$ cat config.mk
export PLATFORM = sky130hd
export DESIGN_NAME = csa_shift_add_mult_8
export DESIGN_NICKNAME = d
export VERILOG_FILES = /design/src/rtl/csa_shift_add_mult_8_pkg.sv /design/src/rtl/csa_8_bit.sv /design/src/rtl/csa_shift_add_mult_8.sv
export SDC_FILE = /design/constraint.sdc
export NUM_CORES = 1
export LEC_CHECK = 0
export CAP_MARGIN = 20
export CORE_MARGIN = 5
export CORE_UTILIZATION = 35
export DETAILED_ROUTE_END_ITERATION = 7
export GPL_TIMING_DRIVEN = 0
export SYNTH_ARGS = -nofsm -noshare
export SYNTH_HDL_FRONTEND = slang
export SYNTH_SLANG_ARGS = --single-unit
export TNS_END_PERCENT = 5
$ cat constraint.sdc
create_clock -name clk -period 5.3 [get_ports clk]
set_input_delay 1.06 -clock clk [delete_from_list [all_inputs] [get_ports clk]]
set_output_delay 1.06 -clock clk [all_outputs]
set_load 0.1 [all_outputs]
$ cat src/rtl/csa_shift_add_mult_8_pkg.sv
// Shared constants, state encodings and the nibble-add helper for the
// csa_shift_add_mult_8 multiplier and its csa_8_bit carry-select adder.
package csa_shift_add_mult_8_pkg;

  localparam int CSA_WIDTH  = 8;
  localparam int PROD_WIDTH = 16;

  localparam logic [1:0] ST_IDLE = 2'd0;
  localparam logic [1:0] ST_RUN  = 2'd1;
  localparam logic [1:0] ST_DONE = 2'd2;

  // 4-bit add returning {carry, sum}; the building block of each select group
  function automatic logic [4:0] nibble_add(input logic [3:0] x,
                                            input logic [3:0] y,
                                            input logic       ci);
    return {1'b0, x} + {1'b0, y} + {4'b0000, ci};
  endfunction

endpackage

$ cat src/rtl/csa_8_bit.sv
// 8-bit carry-select adder: the low nibble ripples while the high nibble is
// precomputed for both carry values and selected by the low-nibble carry.
module csa_8_bit
  import csa_shift_add_mult_8_pkg::*;
(
  input  logic [CSA_WIDTH-1:0] a,
  input  logic [CSA_WIDTH-1:0] b,
  input  logic                 c_in,
  output logic [CSA_WIDTH-1:0] sum,
  output logic                 c_out
);

  logic [4:0] low_res;
  logic [4:0] high_res0;
  logic [4:0] high_res1;

  assign low_res   = nibble_add(a[3:0], b[3:0], c_in);
  assign high_res0 = nibble_add(a[7:4], b[7:4], 1'b0);
  assign high_res1 = nibble_add(a[7:4], b[7:4], 1'b1);

  always_comb begin
    sum[3:0] = low_res[3:0];
    if (low_res[4]) begin
      sum[7:4] = high_res1[3:0];
      c_out    = high_res1[4];
    end else begin
      sum[7:4] = high_res0[3:0];
      c_out    = high_res0[4];
    end
  end

endmodule

$ cat src/rtl/csa_shift_add_mult_8.sv
// Sequential 8x8 unsigned shift-and-add multiplier built around csa_8_bit.
// Optional macro MULT_ZERO_SKIP_EN: zero operands complete in one cycle.
module csa_shift_add_mult_8
  import csa_shift_add_mult_8_pkg::*;
#(
  parameter int WIDTH = CSA_WIDTH,
  parameter int CNT_W = 4
) (
  input  logic               clk,
  input  logic               rst,
  input  logic               start,
  input  logic [WIDTH-1:0]   a_in,
  input  logic [WIDTH-1:0]   b_in,
  output logic               busy,
  output logic               done,
  output logic [2*WIDTH-1:0] product
);

  localparam logic [CNT_W-1:0] LAST_CNT = CNT_W'(WIDTH - 1);

  logic [1:0]         state;
  logic [WIDTH-1:0]   m;
  logic [WIDTH-1:0]   acc;
  logic [WIDTH-1:0]   q;
  logic [CNT_W-1:0]   cnt;
  logic [WIDTH-1:0]   addend;
  logic [WIDTH-1:0]   sum;
  logic               c_out;
  logic [2*WIDTH-1:0] shifted;

  assign addend = q[0] ? m : '0;

  csa_8_bit u_adder (
    .a     (acc),
    .b     (addend),
    .c_in  (1'b0),
    .sum   (sum),
    .c_out (c_out)
  );

  // {C,A,Q} >> 1 with the adder carry landing in the MSB of A; C is always 0 after
  assign shifted = {c_out, sum, q[WIDTH-1:1]};

  assign busy = (state == ST_RUN);
  assign done = (state == ST_DONE);

  always_ff @(posedge clk or posedge rst) begin
    if (rst) begin
      state   <= ST_IDLE;
      m       <= '0;
      acc     <= '0;
      q       <= '0;
      cnt     <= '0;
      product <= '0;
    end else begin
      case (state)
        ST_IDLE: begin
          if (start) begin
            m     <= a_in;
            q     <= b_in;
            acc   <= '0;
            cnt   <= '0;
            state <= ST_RUN;
`ifdef MULT_ZERO_SKIP_EN
            if ((a_in == '0) || (b_in == '0)) begin
              state   <= ST_DONE;
              product <= '0;
            end
`endif
          end
        end
        ST_RUN: begin
          {acc, q} <= shifted;
          cnt      <= cnt + 1'b1;
          if (cnt == LAST_CNT) begin
            product <= shifted;
            state   <= ST_DONE;
          end
        end
        ST_DONE: state <= ST_IDLE;
        default: state <= ST_IDLE;
      endcase
    end
  end

endmodule
== After elaboration in Yosys (flattened, before gate mapping) ==
Cells that the tools add are included.

* Output and inout port bits: 18
* Flip-flop bits (word level): 46
* Word-level logic and storage cells: 33
* Input port bits: 19

* Muxes and demuxes: 12
* Reduce and logical (&&, ||, !) cells: 6
* Equal/unequal tests: 5
* Add/sub/neg operators: 4

{| class="wikitable"
|+ Operator list
! kind !! number
|-
| 8-bit case mux with 2 select lines || 2
|-
| 8-bit 2-to-1 mux || 3
|-
| 4-bit by 4-bit adder with 5-bit output || 2
|-
| 4-bit 2-to-1 mux || 2
|-
| 4-bit case mux with 2 select lines || 1
|-
| 2-bit AND reduction || 4
|-
| 5-bit by 1-bit adder with 5-bit output, second input constant || 1
|-
| 4-bit by 1-bit adder with 4-bit output, second input constant || 1
|-
| 4-bit by 3-bit == test with 1-bit output, second input constant || 1
|-
| 2-bit 2-to-1 mux || 2
|-
| 2-bit case mux with 2 select lines || 1
|-
| 2-bit by 1-bit == test with 1-bit output, second input constant || 1
|-
| 2-bit == test, second input constant || 1
|-
| 2-bit zero test || 1
|-
| 2-bit by 1-bit inequality test with 1-bit output, second input constant || 1
|-
| 2-bit inequality test, second input constant || 1
|-
| 2-bit nonzero test || 1
|-
| 1-bit 2-to-1 mux || 1
|}

== Logic depth before layout (Yosys ltp) ==
* Depth in word-level cells: 5
* Depth in mapped cells: 10
* Gate-level depth less buffers: 10

== Modules after synthesis ==
A second synthesis with hierarchy kept.

* Cell total of the unflattened synthesis: 221
* Area, all modules: 2318.5 µm²

{| class="wikitable"
|+ By module, submodules not included
! module !! cells each !! area an instance (µm²) !! seq. area each (µm²) !! instances
|-
| csa_shift_add_mult_8 || 174 || 1936.9 || 1151.1 || 1
|-
| csa_8_bit || 47 || 381.6 || 0.0 || 1
|}

== Least setup slack after synthesis ==
No wires, ideal clock.

* Path type: register -> output
* From: register state[0]
* To: output done
* Arrival: 2.085 ns
* Path buffers: 2
* Stages on the path, launching flop included: 4
* Path slack: 2.155 ns
* Cells stage by stage: dfrtp_1 -> clkbuf_1 -> clkbuf_1 -> nor2b_1

* Longest elaborated chain between the ends: 1

{| class="wikitable"
|+ Ends and longest elaborated chain
! element !! line !! source
|-
| from (decl) || csa_shift_add_mult_8.sv:21 || <nowiki>logic [1:0] state;</nowiki>
|-
| from (signal assigned) || csa_shift_add_mult_8.sv:49 || <nowiki>state <= ST_IDLE;</nowiki>
|-
| from (signal assigned) || csa_shift_add_mult_8.sv:63 || <nowiki>state <= ST_RUN;</nowiki>
|-
| from (signal assigned) || csa_shift_add_mult_8.sv:77 || <nowiki>state <= ST_DONE;</nowiki>
|-
| 2-bit == test || csa_shift_add_mult_8.sv:45 || <nowiki>assign done = (state == ST_DONE);</nowiki>
|-
| to (decl) || csa_shift_add_mult_8.sv:15 || <nowiki>output logic done,</nowiki>
|}

Every way passes these cells.

== Final worst setup path ==
Same ends and word-level chain as after synthesis.

==> impl_metrics.toml <==
[timing]
timing.final.ws_setup_ns = 1.77
final-hold-violation-count = 0
period_share = 0.665
worst_slew_pin_slew_ns = 0.982
rsz0062_at_grt = "no"
worst_clock_skew_ns = 0.00806
finalSetupViolCount = 0
fin_setup_tns_ns = 0
finalCriticalPeriod_ns = 3.53
slew_violations = 0
fmax_mhz = 284
maxSlewHeadroom = 0.343

[clock_tree]
clk_latency_ns = 0.30
cts_resized = 0
cts_root_buf = "clkbuf_8"
cts-hold-fix-buffers = 0
cts_sinks = 46
clkTransAtPathRegs_ns = 0.08
cts_made_buffers = 5
clock_path_buffers = 2
cts_htree_levels = 2
cts_tree = "done"
post_cts_buffers = 0

[synthesis]
yosys_register_bits = 46
yosysUniqueCellTypes = 36
synth-edff-count = 0
netlist_area_mm2 = 0.00225
synth_warnings = 0
synth_top_area_cell = "dfrtp_1"
syn-num-nets = 260
ys_seq_area_frac = 0.511
syn_inst = 229
ys_async_sr_fraction = 1.00
synthDominantCellAreaShare = 0.511
synth-main-ff-cell = "dfrtp_1"
synth_area_leaders = "dfrtp_1 51%, nand2_1 9.5%, ha_1 5.5%"
postSynthAreaPerCell_um2 = 9.85

[grt]
track_usage = 0.126
grt_max_degree = 38
grt_pass1_wl_mm = 8.52
antenna_found_initial = 0
grt_pass1_vias = 1751
globalRouteOverflowTotal = 0

[floorplan]
die_h_um = 90.3
rows = 29
dieArea_mm2 = 0.00815
io_pins = 37
core_mm2 = 0.00631
chipWidth_um = 90.3
initial_core_util = 0.357

[outcome]
outcome = "finished, final reports clean"

[flow_run]
max_cap_viol_count = 0

[place]
port_buffers = 36
gp_congestion = 0.798
place_hpwl_mm = 3.49
dp_slack_ns = 2.11

[finish]
fillCellCount = 639
n_antenna_cell = 0
area_growth_pct = 25.9
post_route_cells_drive_above_1_share = 0.0985
multi_input_area_mm2 = 0.00101
seqCellArea_mm2 = 0.00115
final_nets = 304

[worst_setup_path]
path_class = "flop to primary output"
worstPathRequired_ns = 4.24
critPathLaunchType = "flop"
endpoint_kind = "primary output"
cp.arrival_ns = 2.47
crit_fanout = 10

[drt]
drtIter0Drc = 56
wl_mm = 4.91
vias = 1706
firstDrtPassIters = 4
ant_nets = 0
drc_errors = 0
wl_per_cell_um = 14.0
vias_per_cell = 4.86

[hold_path]
hold_path_class = "flop to flop"
-- cells by family after synthesis --
kind of cell	share of synthesized area
AND/OR/NAND/NOR	0.189
flip-flops	0.511
buffers and inverters	0.0411
adder cells (fa/ha/maj)	0.0733
multiplexers	0.0444
XOR/XNOR	0.0272
AO/OA/AOI/OAI	0.114
-- critical path, stage by stage, from the launching register on --
cell and delay (ns):
dfrtp_1 0.40, clkbuf_1 0.19, clkbuf_1 0.27, nor2b_1 0.16, clkdlybuf4s50_1 1.15
-- cell usage after synthesis (2+ instances only) --
| master | count |
|---|---|
| a21oi_1 | 13 |
| and2_1 | 6 |
| and3b_1 | 8 |
| buf_2 | 5 |
| clkbuf_1 | 3 |
| dfrtp_1 | 46 |
| fa_1 | 2 |
| ha_1 | 10 |
| inv_1 | 10 |
| inv_2 | 2 |
| mux2_2 | 7 |
| nand2_1 | 57 |
| nand2b_1 | 3 |
| nor2_1 | 5 |
| o21ai_0 | 10 |
| o21ai_1 | 10 |
| o21bai_1 | 2 |
| o22ai_1 | 7 |
| xnor2_1 | 3 |
| xor2_1 | 4 |
-- worst paths after layout --
path / slack, ns / start / end / cells past startpoint
min reg2reg: 0.49 / product[11] / product[11] / 2
max reg2reg: 2.82 / q[0] / acc[7] / 9
min: 0.49 / product[11] / product[11] / 2
max in group asynchronous: 3.83 / rst / acc[4] / 3
min in group asynchronous: 0.99 / rst / product[3] / 2
max: 1.77 / state[0] / done / 4
-- metrics by stage --
| step | std cells | hold WS, ns | utilization | instance area (um^2) |
|---|---|---|---|---|
| 5_1_grt | 351 | 0.509 | 0.449 | 2840 |
| 2_1_floorplan | 229 | 0.446 | - | 2250 |
| 3_5_place_dp | 343 | 0.462 | 0.433 | 2730 |
| 3_3_place_gp | 342 | 0.464 | 0.429 | 2710 |
| 4_1_cts | 351 | 0.488 | 0.449 | 2840 |
| 6_report | 351 | 0.486 | 0.449 | 2840 |
-- flip-flops by register name (all words and copies together), names as in the netlist --
register / cells
product: 16
q: 8
acc: 8
cnt: 4
state: 2
m: 8
-- layout by cell type, fill, tap and decap left out, types with 2 or more instances in the layout --
cell type,n
o21ai_0,10
clkbuf_1,5
a21oi_1,13
o22ai_1,7
mux2_2,7
ha_1,10
xor2_1,4
and3b_1,8
inv_2,3
clkbuf_8,5
dfrtp_1,46
inv_1,9
o21ai_1,10
xnor2_1,3
nor2_1,5
clkdlybuf4s50_1,36
buf_2,5
and2_1,6
o21bai_1,2
fa_1,2
nand2_1,57
nand2b_1,3
-- layout make-up --
type                       instances  share of cell area
clock buffer                       7              0.0269
clock inverter                     1              0.0106
multi-input combinational        161               0.356
inverter                          12              0.0159
timing repair buffer              37               0.134
buffer                            10              0.0168
tap                               77              0.0340
sequential                        46               0.406
-- metal layers --
layer,vias to the layer above,global-route usage,routed length (um)
met3,4,0.0333,187
met4,0,0.0261,36
met1,813,0.177,2490
met5,-,0,0
li1,854,-,-
met2,35,0.196,2200
Power is left out: the tool's default activity adds up to more than one toggle a clock period on the data nets, which glitch-free logic cannot reach.
